`config.mk`:
```
export PLATFORM = sky130hd
export DESIGN_NAME = vga_timing_gen
export DESIGN_NICKNAME = d
export VERILOG_FILES = /design/src/rtl/vga_timing_gen.sv
export SDC_FILE = /design/constraint.sdc
export NUM_CORES = 1
export LEC_CHECK = 0
export CAP_MARGIN = 20
export CORE_MARGIN = 4
export CORE_UTILIZATION = 48
export CTS_BUF_LIST = sky130_fd_sc_hd__clkbuf_8 sky130_fd_sc_hd__clkbuf_16
export CTS_CLUSTER_DIAMETER = 50
export DETAILED_ROUTE_END_ITERATION = 12
export GPL_TIMING_DRIVEN = 0
export PLACE_DENSITY = 0.8
export REMOVE_ABC_BUFFERS = 1
export SYNTH_ARGS = -nofsm -noshare
export SYNTH_HDL_FRONTEND = slang
export SYNTH_SLANG_ARGS = --single-unit
```
`constraint.sdc`:
```
create_clock -name clk -period 2.7 [get_ports clk]
set_clock_uncertainty 0.15 [all_clocks]
set_input_delay 0.81 -clock clk [delete_from_list [all_inputs] [get_ports clk]]
set_output_delay 0.81 -clock clk [all_outputs]
set_load 0.02 [all_outputs]
```
`src/rtl/vga_timing_gen.sv`:
```
// -----------------------------------------------------------------------------
// vga_timing_gen
//
// Parametrised VGA raster timing generator.
//
// Runs a horizontal/vertical counter pair (active, front porch, sync, back
// porch on both axes), presents the current position to a pixel source with
// a configurable read latency, and registers delay-matched colour and sync
// onto the VGA pins.
//
// Optional feature (compile-time macro VGA_TIMING_TESTPAT_EN):
//   When defined and test_mode=1, the colour mux ignores pix_data and shows
//   eight vertical colour bars derived from the delayed horizontal count.
//   When the macro is undefined, test_mode is ignored and no bar logic exists.
//
// Ports:
//   clk          system clock
//   rst_n        asynchronous active-low reset
//   en           pixel tick; everything advances only on clk edges with en=1
//   test_mode    colour-bar select (only with VGA_TIMING_TESTPAT_EN)
//   pix_data     pixel colour {b,g,r}, r in LSBs, valid PIX_LAT ticks after
//                its coordinates were presented
//   pix_x/pix_y  current raw horizontal/vertical count
//   pix_req      current position lies in the active area
//   line_start   en-qualified pulse at h==0
//   frame_start  en-qualified pulse at h==0, v==0
//   vga_r/g/b    registered colour, blanked outside the active area
//   vga_hs/vs    registered sync with configurable asserted level
// -----------------------------------------------------------------------------
module vga_timing_gen #(
    parameter int H_ACTIVE = 800,
    parameter int H_FP     = 56,
    parameter int H_SYNC   = 120,
    parameter int H_BP     = 64,
    parameter int V_ACTIVE = 600,
    parameter int V_FP     = 37,
    parameter int V_SYNC   = 6,
    parameter int V_BP     = 23,
    parameter bit HS_POL   = 1'b1,
    parameter bit VS_POL   = 1'b1,
    parameter int CW       = 11,
    parameter int COLOR_W  = 4,
    parameter int PIX_LAT  = 1
) (
    input  logic                 clk,
    input  logic                 rst_n,
    input  logic                 en,
    input  logic                 test_mode,
    input  logic [3*COLOR_W-1:0] pix_data,
    output logic [CW-1:0]        pix_x,
    output logic [CW-1:0]        pix_y,
    output logic                 pix_req,
    output logic                 line_start,
    output logic                 frame_start,
    output logic [COLOR_W-1:0]   vga_r,
    output logic [COLOR_W-1:0]   vga_g,
    output logic [COLOR_W-1:0]   vga_b,
    output logic                 vga_hs,
    output logic                 vga_vs
);

    // ------------------------------------------------------------------
    // Timing constants, all sized to the counter width so every compare
    // is an unsigned CW-bit compare.
    // ------------------------------------------------------------------
    localparam int H_TOTAL = H_ACTIVE + H_FP + H_SYNC + H_BP;
    localparam int V_TOTAL = V_ACTIVE + V_FP + V_SYNC + V_BP;

    localparam logic [CW-1:0] H_LAST   = CW'(H_TOTAL - 1);
    localparam logic [CW-1:0] V_LAST   = CW'(V_TOTAL - 1);
    localparam logic [CW-1:0] H_ACT_C  = CW'(H_ACTIVE);
    localparam logic [CW-1:0] V_ACT_C  = CW'(V_ACTIVE);
    localparam logic [CW-1:0] H_SYNC_S = CW'(H_ACTIVE + H_FP);
    localparam logic [CW-1:0] H_SYNC_E = CW'(H_ACTIVE + H_FP + H_SYNC);
    localparam logic [CW-1:0] V_SYNC_S = CW'(V_ACTIVE + V_FP);
    localparam logic [CW-1:0] V_SYNC_E = CW'(V_ACTIVE + V_FP + V_SYNC);

    // ------------------------------------------------------------------
    // Raster counters
    // ------------------------------------------------------------------
    logic [CW-1:0] h;
    logic [CW-1:0] v;

    always_ff @(posedge clk or negedge rst_n) begin
        if (!rst_n) begin
            h <= '0;
            v <= '0;
        end else if (en) begin
            if (h == H_LAST) begin
                h <= '0;
                // vertical count moves only on the tick where the line wraps
                v <= (v == V_LAST) ? '0 : v + 1'b1;
            end else begin
                h <= h + 1'b1;
            end
        end
    end

    // ------------------------------------------------------------------
    // Stage 0: decode of the current position
    // ------------------------------------------------------------------
    logic act_s0;
    logic hs_s0;
    logic vs_s0;

    assign act_s0 = (h < H_ACT_C) && (v < V_ACT_C);
    assign hs_s0  = (h >= H_SYNC_S) && (h < H_SYNC_E);
    assign vs_s0  = (v >= V_SYNC_S) && (v < V_SYNC_E);

    assign pix_x       = h;
    assign pix_y       = v;
    assign pix_req     = act_s0;
    assign line_start  = en && (h == '0);
    assign frame_start = en && (h == '0) && (v == '0);

    // ------------------------------------------------------------------
    // Delay pipeline: PIX_LAT en-gated stages so the blanking and sync
    // flags line up with the pixel source's data for the same position.
    // ------------------------------------------------------------------
    logic act_t;
    logic hs_t;
    logic vs_t;
`ifdef VGA_TIMING_TESTPAT_EN
    logic [CW-1:0] hx_t;
`endif

    generate
        if (PIX_LAT == 0) begin : g_nolat
            // combinational source: output registers sample stage 0 directly
            assign act_t = act_s0;
            assign hs_t  = hs_s0;
            assign vs_t  = vs_s0;
`ifdef VGA_TIMING_TESTPAT_EN
            assign hx_t  = h;
`endif
        end else begin : g_lat
            logic [PIX_LAT-1:0] act_pipe;
            logic [PIX_LAT-1:0] hs_pipe;
            logic [PIX_LAT-1:0] vs_pipe;
`ifdef VGA_TIMING_TESTPAT_EN
            logic [PIX_LAT-1:0][CW-1:0] hx_pipe;
`endif

            always_ff @(posedge clk or negedge rst_n) begin
                if (!rst_n) begin
                    act_pipe <= '0;
                    hs_pipe  <= '0;
                    vs_pipe  <= '0;
`ifdef VGA_TIMING_TESTPAT_EN
                    hx_pipe  <= '0;
`endif
                end else if (en) begin
                    act_pipe[0] <= act_s0;
                    hs_pipe[0]  <= hs_s0;
                    vs_pipe[0]  <= vs_s0;
`ifdef VGA_TIMING_TESTPAT_EN
                    hx_pipe[0]  <= h;
`endif
                    for (int i = 1; i < PIX_LAT; i++) begin
                        act_pipe[i] <= act_pipe[i-1];
                        hs_pipe[i]  <= hs_pipe[i-1];
                        vs_pipe[i]  <= vs_pipe[i-1];
`ifdef VGA_TIMING_TESTPAT_EN
                        hx_pipe[i]  <= hx_pipe[i-1];
`endif
                    end
                end
            end

            assign act_t = act_pipe[PIX_LAT-1];
            assign hs_t  = hs_pipe[PIX_LAT-1];
            assign vs_t  = vs_pipe[PIX_LAT-1];
`ifdef VGA_TIMING_TESTPAT_EN
            assign hx_t  = hx_pipe[PIX_LAT-1];
`endif
        end
    endgenerate

    // ------------------------------------------------------------------
    // Colour select and blanking
    // ------------------------------------------------------------------
    logic [COLOR_W-1:0] r_nxt;
    logic [COLOR_W-1:0] g_nxt;
    logic [COLOR_W-1:0] b_nxt;

`ifdef VGA_TIMING_TESTPAT_EN
    localparam logic [CW+2:0] H_ACT_W = (CW+3)'(H_ACTIVE);
    logic [2:0] bar_idx;

    // bar index = h*8/H_ACTIVE; only meaningful inside the active area,
    // where it is always below 8
    assign bar_idx = 3'({hx_t, 3'b000} / H_ACT_W);
`else
    logic unused_test_mode;
    assign unused_test_mode = test_mode;
`endif

    always_comb begin
        r_nxt = pix_data[COLOR_W-1:0];
        g_nxt = pix_data[2*COLOR_W-1:COLOR_W];
        b_nxt = pix_data[3*COLOR_W-1:2*COLOR_W];
`ifdef VGA_TIMING_TESTPAT_EN
        if (test_mode) begin
            r_nxt = {COLOR_W{bar_idx[0]}};
            g_nxt = {COLOR_W{bar_idx[1]}};
            b_nxt = {COLOR_W{bar_idx[2]}};
        end
`endif
        if (!act_t) begin
            r_nxt = '0;
            g_nxt = '0;
            b_nxt = '0;
        end
    end

    // ------------------------------------------------------------------
    // Output registers: one more en-tick after the pipeline tail, giving
    // PIX_LAT+1 ticks from counter position to pin.
    // ------------------------------------------------------------------
    always_ff @(posedge clk or negedge rst_n) begin
        if (!rst_n) begin
            vga_r  <= '0;
            vga_g  <= '0;
            vga_b  <= '0;
            vga_hs <= ~HS_POL;
            vga_vs <= ~VS_POL;
        end else if (en) begin
            vga_r  <= r_nxt;
            vga_g  <= g_nxt;
            vga_b  <= b_nxt;
            vga_hs <= hs_t ? HS_POL : ~HS_POL;
            vga_vs <= vs_t ? VS_POL : ~VS_POL;
        end
    end

endmodule

```
==> impl_results.md, run 1 <==
* Status: completed
* Max cap viols at 0
* Final instance area at 2758 um^2
* Storage element area at 979.7 um^2
* Initial Util at 50.09%
* Remaining DRCs at 0
* Crit. End Element: output port
* DR vias at 1742
* Reg clk slew, reported paths at 80 ps
* Pwr/cell area at 538.9 nW/um^2
* Synth Area in XOR/XNOR at 3.472%
* CTS tree: yes
* Clk Latency, worst-skew pair at 290 ps
* Final cell count without fillers at 310
* Main synth FF type: dfrtp_1
* Top area cells in the synthesized netlist: dfrtp_1 48%, nand3_1 5.5%, o21ai_0 3.5%
* Post-layout min period at 2680 ps
* Post-synth EDFFs at 0
* Nets@finish at 280
* Finish-stage setup viols at 0
* TritonRoute pass-1 iters at 4
* Dpl hpwl at 3228 um
* Period utilisation layout at 99.25%
* Pin count of the biggest net entering global routing at 40
* Cells after Synth at 201
* Synth Area in Adders at 3.100%
* First DRT Iteration DRCs at 111
* Multi-input gate area at 948.4 um^2
* Worst vdd ir at 0.5464 mV
* RSZ-0062 raised after global routing: true
* Fraction of registers with async set/reset at 100.0%
* Synth top area share at 48.36%
* CTS Hold Bufs at 0
* H-tree levels at 2
* Drt via density at 5.619
* Die Footprint at 5306 um^2
* Int Power at 1.005 mW
* Largest area contributor in the netlist: dfrtp_1
* Total CTS buffers at 5
* Combinational share of power at 24.9%
* Total GRT Usage at 19.30%
* Switch share at 32.36%
* Top cells by count, synth: 39 x dfrtp_1, 22 x nand3_1, 18 x inv_1, 14 x o21ai_0, 12 x nand2_1
* FP Rows at 23
* Fmax at 373.2 MHz
* Finished Core Util at 68.45%
* Hold Vio Cnt, Final at 0
* Core area at 4029 um^2
* # diodes at 0
* Detail Route Antenna Nets at 0
* Multiplexer area fraction after synthesis at 3.224%
* Slew HR at 44.16%
* IO buf count at 53
* Hold Path Class: reg2reg
* Synth cell types at 42
* DP Worst Slack at -1456 ps
* Yosys warns at 0
* Vias in the first global route at 1664
* Synth Area in Compound Gates at 14.07%
* #FFs+latches synth at 39
* Total gr overflow at 0
* Worst Path Max Fanout at 6
* Syn avg cell area at 10.04 um^2
* Proportion of layout cells with a drive suffix above 1 at 14.23%
* P&R area growth vs syn at 36.64%
* Maximum clock insertion buffer count at 2
* Psw at 0.4809 mW
* GP Congestion at 0.8418
* Sequential-to-total area share from yosys stat at 48.36%
* DRT Wirelength at 4818 um
* Antenna violations before repair at 0
* Die Y at 72.84 um
* Slew Limit Fails at 0
* Placed insts at 295
* Data required time of the worst path at 1740 ps
* First-pass GRT wire length at 7914 um
* Die X-Extent at 72.84 um
* Simple-Gate Fraction of Synth Area at 21.64%
* Flop pwr share at 49.4%
* Drt wl/cell at 15.54 um
* Worst path arrival time at 1720 ps
* Worst setup SP type: register
* Largest family of logic cells by synthesized area: simple AND/OR/NAND/NOR gates
* Clock Root Buffer: clkbuf_8
* Final worst slack at 20.18 ps
* CP Class: reg2out
* DP Area at 2577 um^2
* Clk pwr share at 25.7%
* Io pins at 55
* Dominant cell by count in the synthesized netlist: dfrtp_1
* Slew at the pin closest to its max-slew limit at 837.6 ps
* Mapped Area at 2018 um^2
* Setup tns final at 0 ps
* LEAKAGE at 1.221 nW
* Fillers at 332
* Clk sinks at 39
-- placed cells by master, fill, tap and decap left out, types with 2 or more instances in the layout --
cell type,instances
or3_1,2
inv_1,19
nor3_1,4
and4_1,4
nor3_2,2
buf_4,8
mux2_2,3
clkdlybuf4s50_1,48
o21ai_0,14
o2bb2ai_1,2
o31ai_1,3
nand3_1,22
and3_1,6
xor2_1,4
o21ai_1,6
a21o_1,4
nor2_1,2
nor4_1,3
nand4_1,4
a21oi_1,3
dfrtp_2,3
xnor2_1,4
a31oi_1,3
clkbuf_8,5
nand2b_1,3
dfrtp_1,36
nand2_1,12
ha_1,5
mux2i_1,2
nor3b_2,2
-- what timing repair did --
item | 4_1_cts | 5_1_grt
pin swaps | 5 | 1
setup buffers | 5 | 2
endpoints found under the setup margin | 14 | 3
resized for setup | 28 | 4
hold endpoints to repair | 0 | 0
gates cloned | 1 | 0
-- worst max-delay path, stage by stage, from the launching register on --
cell       delay, ps
dfrtp_2          460
a21o_1           170
a211o_1          290
a2111oi_4        310
buf_4            200
-- layer usage --
layer  share of wire, %  vias up  track usage [%]
li1                   -      838                -
met1                 44      858            26.13
met2                 51       44            31.06
met3                4.3        2            4.959
met4               0.48        0            4.713
met5                  0        -                0
-- metrics by stage --
stage | hold slack (ps) | power (mW)
detailed placement | 344.8 | 1.085
floorplan | 324.9 | 0.8917
global placement | 339.1 | 1.075
finish | 360.3 | 1.486
CTS | 363.1 | 1.492
global route | 370.9 | 1.564
-- power by group through the flow --
stage	logic, mW	registers (mW)	clock network [mW]
2_1_floorplan	0.107	0.785	0
3_3_place_gp	0.342	0.733	0
3_5_place_dp	0.354	0.732	0
4_1_cts	0.375	0.732	0.385
5_1_grt	0.398	0.751	0.415
6_report	0.371	0.734	0.382
-- logic make-up after synthesis --
family	Yosys count
simple gates	73
compound gates	42
flops	39
buf+inv	28
xor+xnor	8
mux	6
fa+ha+maj	5
-- cell type report --
cell class                 count  area share [%]
clock inverter                 3          0.5898
tap                           50           2.269
clock buffer                   5           2.495
timing repair buffer          61           22.28
multi-input combinational    134           34.39
inverter                      18           2.450
sequential                    39           35.53
-- state kept, by name, indices dropped and copies added (netlist names) --
name / cells
vga_g: 4
pix_y: 11
vga_r: 4
vga_b: 4
vga_vs: 1
g_lat.hs_pipe: 1
vga_hs: 1
pix_x: 11
act_t: 1
g_lat.vs_pipe: 1
-- path summary, 6_finish.rpt --
kind,startpoint,endpoint,slack (ps),cells after the start
worst max-delay path,pix_y[5],pix_req,20,4
worst min-delay path,g_lat.hs_pipe,g_lat.hs_pipe,360,1
worst max register to register,pix_x[0],pix_y[5],570,5
worst min register to register,g_lat.hs_pipe,g_lat.hs_pipe,360,1
max in group asynchronous,rst_n,pix_y[5],1360,1
min in group asynchronous,rst_n,vga_b[2],470,1
No activity file was read; power rests on OpenSTA's default activity.
==> run 2, diff against run 1 <==
Settings changed: CELL_PAD_IN_SITES_DETAIL_PLACEMENT set to 1, CELL_PAD_IN_SITES_GLOBAL_PLACEMENT set to 2, CORE_UTILIZATION 48 to 29, CTS_CLUSTER_SIZE set to 25, HOLD_SLACK_MARGIN set to 0.06, PLACE_DENSITY 0.8 to unset, PLACE_DENSITY_LB_ADDON set to 0.1.
==> run 2 against run 1 <==
Against the previous run: the flow now finishes with violations (setup timing); global-route usage shrank 5.0 points; utilization shrank 26 points; worst setup slack got worse by 24 ps; via count grew 1.8%; final cell count rose by 15%; sequential cell count stayed put; wire length rose by 15%; sequential power barely moved; highest routed layer unchanged; register-to-register slack worse by 20 ps; worst hold slack worse by 96 ps.
==> impl_results.md, run 2 (synthesis results as in run 1) <==
* Slew at the pin closest to its max-slew limit at 432.1 ps (was 837.6 ps)
* Max cap viols at 0 (unchanged)
* Period utilisation layout at 100.1% (was 99.25%)
* Finish-stage setup viols at 1 (was 0)
* Max layer used: met4 (unchanged)
* P&R area growth vs syn at 42.16% (was 36.64%)
* GP Congestion at 0.7480 (was 0.8418)
* Storage element area at 980.9 um^2 (was 979.7 um^2)
* Dpl hpwl at 3865 um (was 3228 um)
* Met2 wire len at 2673 um (was 2448 um)
* Die Footprint at 8358 um^2 (was 5306 um^2)
* Slew Limit Fails at 0 (unchanged)
* Remaining DRCs at 0 (unchanged)
* LEAKAGE at 1.244 nW (was 1.221 nW)
* TritonRoute pass-1 iters at 4 (unchanged)
* Hold Vio Cnt, Final at 0 (unchanged)
* FP Rows at 30 (was 23)
* Drt wl/cell at 15.46 um (was 15.54 um)
* Vias in the first global route at 1870 (was 1664)
* Worst Path Max Fanout at 2 (was 6)
* Data required time of the worst path at 1740 ps (about the same)
* Fmax at 369.9 MHz (was 373.2 MHz)
* Multi-input gate area at 950.9 um^2 (was 948.4 um^2)
* Worst path arrival time at 1740 ps (was 1720 ps)
* DP Worst Slack at -1478 ps (was -1456 ps)
* Fillers at 766 (was 332)
* Final worst slack at -3.518 ps (was 20.18 ps)
* H-tree levels at 2 (unchanged)
* Final instance area at 2869 um^2 (was 2758 um^2)
* Clk sinks at 39 (unchanged)
* Pin count of the biggest net entering global routing at 27 (was 40)
* Total CTS buffers at 5 (unchanged)
* Status: finished, violations left (was completed)
* Total GRT Usage at 14.32% (was 19.30%)
* Worst setup SP type: register (unchanged)
* Slew HR at 71.19% (was 44.16%)
* Io pins at 55 (unchanged)
* DRT met1 WL at 2553 um (was 2141 um)
* Crit. End Element: output port (unchanged)
* CTS tree: yes (unchanged)
* Finished Core Util at 42.23% (was 68.45%)
* Nets@finish at 281 (was 280)
* DRT Wirelength at 5521 um (was 4818 um)
* RSZ-0062 raised after global routing: true (unchanged)
* First DRT Iteration DRCs at 57 (was 111)
* First-pass GRT wire length at 9715 um (was 7914 um)
* Total gr overflow at 0 (unchanged)
* Pwr/cell area at 589.6 nW/um^2 (was 538.9 nW/um^2)
* DR vias at 1773 (was 1742)
* Drt via density at 4.966 (was 5.619)
* Post-layout min period at 2704 ps (was 2680 ps)
* DP Area at 2643 um^2 (was 2577 um^2)
* Die Y at 91.42 um (was 72.84 um)
* CP Class: reg2out (unchanged)
* Violated checks: setup timing
* Proportion of layout cells with a drive suffix above 1 at 15.33% (was 14.23%)
* Clk Latency, worst-skew pair at 300 ps (was 290 ps)
* # diodes at 0 (unchanged)
* Reg clk slew, reported paths at 80 ps (about the same)
* DR WL met3 at 180 um (was 206 um)
* Worst vdd ir at 0.4356 mV (was 0.5464 mV)
* Hold Path Class: in2async (was reg2reg)
* Core area at 6794 um^2 (was 4029 um^2)
* Die X-Extent at 91.42 um (was 72.84 um)
* Initial Util at 29.71% (was 50.09%)
* Detail Route Antenna Nets at 0 (unchanged)
* Most frequent cells in the layout: 48 x clkdlybuf4s50_1, 35 x dfrtp_1, 22 x nand3_1 (was 48 x clkdlybuf4s50_1, 36 x dfrtp_1, 22 x nand3_1)
* Clock Root Buffer: clkbuf_8 (unchanged)
* Maximum clock insertion buffer count at 2 (unchanged)
* IO buf count at 53 (unchanged)
* Setup tns final at -3.518 ps (was 0 ps)
* Commonest non-fill, non-tap cell in the layout: clkdlybuf4s50_1 (unchanged)
* Antenna violations before repair at 0 (unchanged)
-- run 2: metal layers --
layer,global-route usage [%],vias to the layer above
li1,-,840
met1,19.62,881
met2,22.09,40
met3,2.900,12
met4,5.528,0
met5,0,-
-- run 2: path summary, 6_finish.rpt --
path / start / slack (ps) / to / cells past startpoint
min: rst_n / 260 / pix_y[6] / 1
max: pix_y[3] / -4 / pix_req / 4
max reg2reg: pix_x[1] / 550 / pix_y[5] / 5
min reg2reg: g_lat.hs_pipe / 360 / g_lat.hs_pipe / 1
max in group asynchronous: rst_n / 1670 / vga_g[3] / 2
min in group clk: g_lat.hs_pipe / 360 / g_lat.hs_pipe / 1
-- run 2: final cells by class --
class	instances	area share, %
multi-input cells	134	33.14
clock buffers	5	2.399
well taps	96	4.187
clock inverters	3	2.224
inverters	18	2.355
repair buffers	62	21.50
flip-flops and latches	39	34.19
-- run 2: timing repair --
action                                  4_1_cts  5_1_grt
gates resized for setup                      32        3
hold buffers                                  0        0
endpoints found under the setup margin       17        3
buffers inserted                              7        0
pin swaps                                     5        0
-- run 2: metrics by stage --
| step | hold WS (ps) | cells | power [mW] |
|---|---|---|---|
| final | 264.6 | 357 | 1.691 |
| after global routing | 288.5 | 357 | 1.789 |
| after CTS | 273.0 | 357 | 1.711 |
| after detailed placement | 349.6 | 342 | 1.096 |
| after global placement | 342.0 | 340 | 1.091 |
| after floorplan | 324.9 | 191 | 0.8917 |
-- run 2: where the power goes --
part / leakage, nW / internal (mW) / switching [mW]
combinational: 0.684 / 0.189 / 0.182
sequential: 0.490 / 0.638 / 0.0982
clock: 0.0695 / 0.366 / 0.218
total: 1.24 / 1.19 / 0.499
-- run 2: critical path: stages (launching register included) --
cell and delay, ps:
dfrtp_2 430, a21o_1 180, a211o_1 280, a2111oi_4 340, buf_4 210
==> run 3, diff against run 2 <==
Settings changed: CTS_CLUSTER_DIAMETER 50 to 200.
==> results of run 3 <==
Final layout, timing and power as in run 2 (identical DEF).
==> variant 1, RTL diff (config.mk and constraints of run 1) <==
Set the parameter `PIX_LAT` to 0 (it was 1). Comments in the files are not updated.
--- a/src/rtl/vga_timing_gen.sv
+++ b/src/rtl/vga_timing_gen.sv
@@ -40,7 +40,7 @@
     parameter bit VS_POL   = 1'b1,
     parameter int CW       = 11,
     parameter int COLOR_W  = 4,
-    parameter int PIX_LAT  = 1
+    parameter int PIX_LAT  = 0
 ) (
     input  logic                 clk,
     input  logic                 rst_n,
Behaviour: not the same (Yosys sat finds a counterexample within 4 cycles, from zero or initial values and one cycle with rst_n low).
==> variant 1 against run 1 <==
- total power shrank 3.6%
- synthesized area shrank 6.5%
- non-clock buffer count is the same
- wire length shrank 6.8%
- via count shrank 1.7%
- the flow now finishes with violations (negative setup slack)
- final area shrank 5.9%
- sequential cell count shrank 3
- worst hold slack gained 0.020 ns
- setup slack lost 0.12 ns
- highest routed layer unchanged
==> variant 1: results (changes against run 1) <==
Outcome: complete, but fails checks
Failing checks: negative setup slack
Final WS setup: -0.0974 ns (-0.118 ns)
First-pass GRT wire length: 7.59 mm (-4.1%)
Fraction of layout cells with a size suffix above 1: 0.115 (-0.0278)
Comb_multi_in: 137 (+2.2%)
Post-synthesis mux area share: 0 (-0.0322)
CP endpoint: frame_start
Worst path arrival time: 1.84 ns (+0.12 ns)
Endpoints failing setup: 2 (+2)
Fin Setup TNS: -0.129 ns (-0.129 ns)
Area contributors post-synth: dfrtp_1 48%, o22ai_1 4.6%, inv_1 4.0%
Util after Layout: 0.698 (+0.0138)
Dpl cells: 294 (-0.34%)
RD Place Congestion: 0.800 (-4.9%)
Peak supply drop: 402 µV (-27%)
Clock share of power: 0.262 (+0.005)
Average wire per standard cell: 14.5 µm (-6.8%)
Synth Area in Compound Gates: 0.153 (+0.0125)
Non-clock buffer share: 0.225 (+0.00191)
Clock tree sinks: 36 (-7.7%)
Clock buf/inv share: 0.0338 (+0.00290)
Tot GR Track Use: 0.186 (-0.00662)
RR Startpoint: pix_x[4]
Crit path max fanout: 3 (-3)
Lkg Pwr: 1.15 nW (-6.2%)
Post-synth top cells: 36 x dfrtp_1, 20 x inv_1, 19 x nand2_1
Post-DP HPWL: 2.97 mm (-8.1%)
Reg2reg end: pix_y[6]
variant 1: worst min path at each step:
| stage | startpoint | to | cells after the start |
|---|---|---|---|
| global route | vga_r[0] | vga_r[0] | 2 |
| CTS | vga_r[0] | vga_r[0] | 2 |
| global placement | vga_r[1] | vga_r[1] | 2 |
| floorplan | rst_n | pix_x[0] | 0 |
| detailed placement | vga_r[0] | vga_r[0] | 2 |
| finish | vga_r[0] | vga_r[0] | 2 |
variant 1: repair_timing:
item                       CTS  global route
resized for setup           27             3
gates cloned                 0             0
pin swaps                    2             2
setup buffers                5             3
setup endpoints to repair   18             3
variant 1: per-layer routing:
metal | vias up | wire, µm | GRT usage
li1 | 839 | - | -
met1 | 815 | 2040 | 0.251
met2 | 49 | 2150 | 0.295
met3 | 10 | 232 | 0.0412
met4 | 0 | 68 | 0.0710
met5 | - | 0 | 0
variant 1: critical path, stage by stage, from the launching register on:
cell and delay, ns:
dfrtp_2 0.41, or3_4 0.41, nor4_2 0.13, and4_1 0.25, and4b_1 0.22, buf_6 0.12
==> variant 2, RTL diff (flow settings as in run 1) <==
Made on the original files. Add an input register stage for `pix_data`, with the module's reset; this delays it by one clock. The other inputs are not delayed to match.
--- a/src/rtl/vga_timing_gen.sv
+++ b/src/rtl/vga_timing_gen.sv
@@ -75,6 +75,16 @@
     localparam logic [CW-1:0] V_SYNC_S = CW'(V_ACTIVE + V_FP);
     localparam logic [CW-1:0] V_SYNC_E = CW'(V_ACTIVE + V_FP + V_SYNC);
 
+    logic [3*COLOR_W-1:0] pix_data_q;
+
+    always_ff @(posedge clk or negedge rst_n) begin
+        if (!rst_n) begin
+            pix_data_q <= '0;
+        end else begin
+            pix_data_q <= pix_data;
+        end
+    end
+
     // ------------------------------------------------------------------
     // Raster counters
     // ------------------------------------------------------------------
@@ -196,9 +206,9 @@
 `endif
 
     always_comb begin
-        r_nxt = pix_data[COLOR_W-1:0];
-        g_nxt = pix_data[2*COLOR_W-1:COLOR_W];
-        b_nxt = pix_data[3*COLOR_W-1:2*COLOR_W];
+        r_nxt = pix_data_q[COLOR_W-1:0];
+        g_nxt = pix_data_q[2*COLOR_W-1:COLOR_W];
+        b_nxt = pix_data_q[3*COLOR_W-1:2*COLOR_W];
 `ifdef VGA_TIMING_TESTPAT_EN
         if (test_mode) begin
             r_nxt = {COLOR_W{bar_idx[0]}};
Check against the original RTL: not equivalent (Yosys sat finds a counterexample within 4 cycles, from zero or initial values and one cycle with rst_n low).
==> variant 2 against run 1 <==
- setup slack gained 0.061 ns
- final area grew 12%
- synthesized area grew 14%
- global-route usage shrank 0.50 points
- total power grew 24%
- sequential cell count grew 12
- count of clock-buffer cells in the layout is the same
- wire length grew 9.7%
- largest cell class unchanged
==> variant 2: results (changes against run 1) <==
Worst hold path class: in2async
Nets: 299 (+6.8%)
FILL cells: 350 (+5.4%)
Hold Slack: 0.337 ns (-0.0231 ns)
Outcome: complete, no violations
Vias per cell: 5.74 (+2.1%)
CTS Buf Count: 5 (unchanged)
Crit-path max cell delay: 0.53 ns (+0.07 ns)
Peak supply drop: 410 µV (-25%)
Clk slew on worst S/H paths: 0.08 ns (about the same)
Post-synth top cells: 51 x dfrtp_1, 22 x nand3_1, 20 x o21ai_0
Number of distinct library cells after synthesis: 45 (+7.1%)
FF-to-FF setup slack: 0.58 ns
RD Place Congestion: 0.790 (-6.2%)
Met1 global-route usage: 0.270 (+0.00846)
Worst path arrival time: 1.66 ns (-0.06 ns)
Vias in the first global route: 1874 (+13%)
DR iter-0 viols: 138 (+24%)
Fraction of layout cells with a size suffix above 1: 0.165 (+0.0232)
Area contributors post-synth: dfrtp_1 55%, nand3_1 4.8%, o21ai_0 4.4%
Routing usage on met3: 0.0457 (-0.00392)
Average wire per standard cell: 16.0 µm (+3.0%)
Lkg Pwr: 1.37 nW (+12%)
Slowest CP cell: clkdlybuf4s50_1
First-pass GRT wire length: 9.09 mm (+15%)
Routing usage on met2: 0.282 (-0.0282)
Tot GR Track Use: 0.188 (-0.00502)
Seq/Total Area, Yosys: 0.555 (+0.0711)
Crit path max fanout: 7 (+1)
Post-DP HPWL: 3.48 mm (+7.9%)
## variant 2: routing by layer
metal	part of all wire	up-vias
met3	0.055	6
li1	-	885
met2	0.48	68
met5	0	-
met4	0.0093	0
met1	0.46	935
## variant 2: stage by stage
step / cells / power [mW] / setup WS [ns] / instance area, µm²
floorplan: 206 / 1.09 / 0.199 / 2260
global placement: 311 / 1.27 / -1.50 / 2850
detailed placement: 312 / 1.29 / -1.50 / 2870
CTS: 325 / 1.83 / 0.00189 / 3030
global route: 330 / 1.94 / -0.00899 / 3090
finish: 330 / 1.84 / 0.0807 / 3090
## variant 2: layout make-up
type / instances / area (µm²) / share of cell area
flip-flops and latches: 51 / 1280 / 0.415
inverters: 19 / 71.3 / 0.0231
well taps: 52 / 65.1 / 0.0211
clock buffers: 5 / 68.8 / 0.0223
clock inverters: 2 / 37.5 / 0.0122
multi-input cells: 136 / 937 / 0.303
repair buffers: 65 / 627 / 0.203
## variant 2: worst paths after layout
| kind | start | depth (start not counted) | end |
|---|---|---|---|
| max in group asynchronous | rst_n | 2 | pix_x[7] |
| max reg2reg | pix_x[5] | 6 | pix_y[4] |
| max | pix_x[5] | 4 | pix_x[5] |
| min | rst_n | 1 | vga_r[2] |
| min reg2reg | pix_data_q[1] | 2 | vga_r[1] |
| min in group clk | pix_data_q[1] | 2 | vga_r[1] |
## variant 2: repair_timing
| action | CTS | global route |
|---|---|---|
| setup endpoints to repair | 21 | 3 |
| resized for setup | 26 | 9 |
| pin swaps | 0 | 5 |
| setup buffers | 6 | 6 |
## variant 2: worst reg2reg max path, stage by stage, from the launching register on
cell and delay [ns]:
dfrtp_2 0.43, buf_6 0.13, nor4_4 0.30, buf_4 0.17, nand4_2 0.32, or3_1 0.46, o21ai_0 0.09
## variant 2: cell families (layout without fill, tap and decap cells)
kind of cell    Yosys count  count (layout)  share of synthesized area
compound gates           41              41                      0.110
flops                    51              51                      0.555
mux                       5               5                     0.0234
buf+inv                  28              91                     0.0500
simple gates             74              74                      0.193
xor+xnor                 11              11                     0.0419
fa+ha+maj                 5               5                     0.0272
## variant 2: power by group
group          switching, mW  internal [mW]
combinational          0.209          0.219
sequential            0.0752          0.826
clock                  0.236          0.271
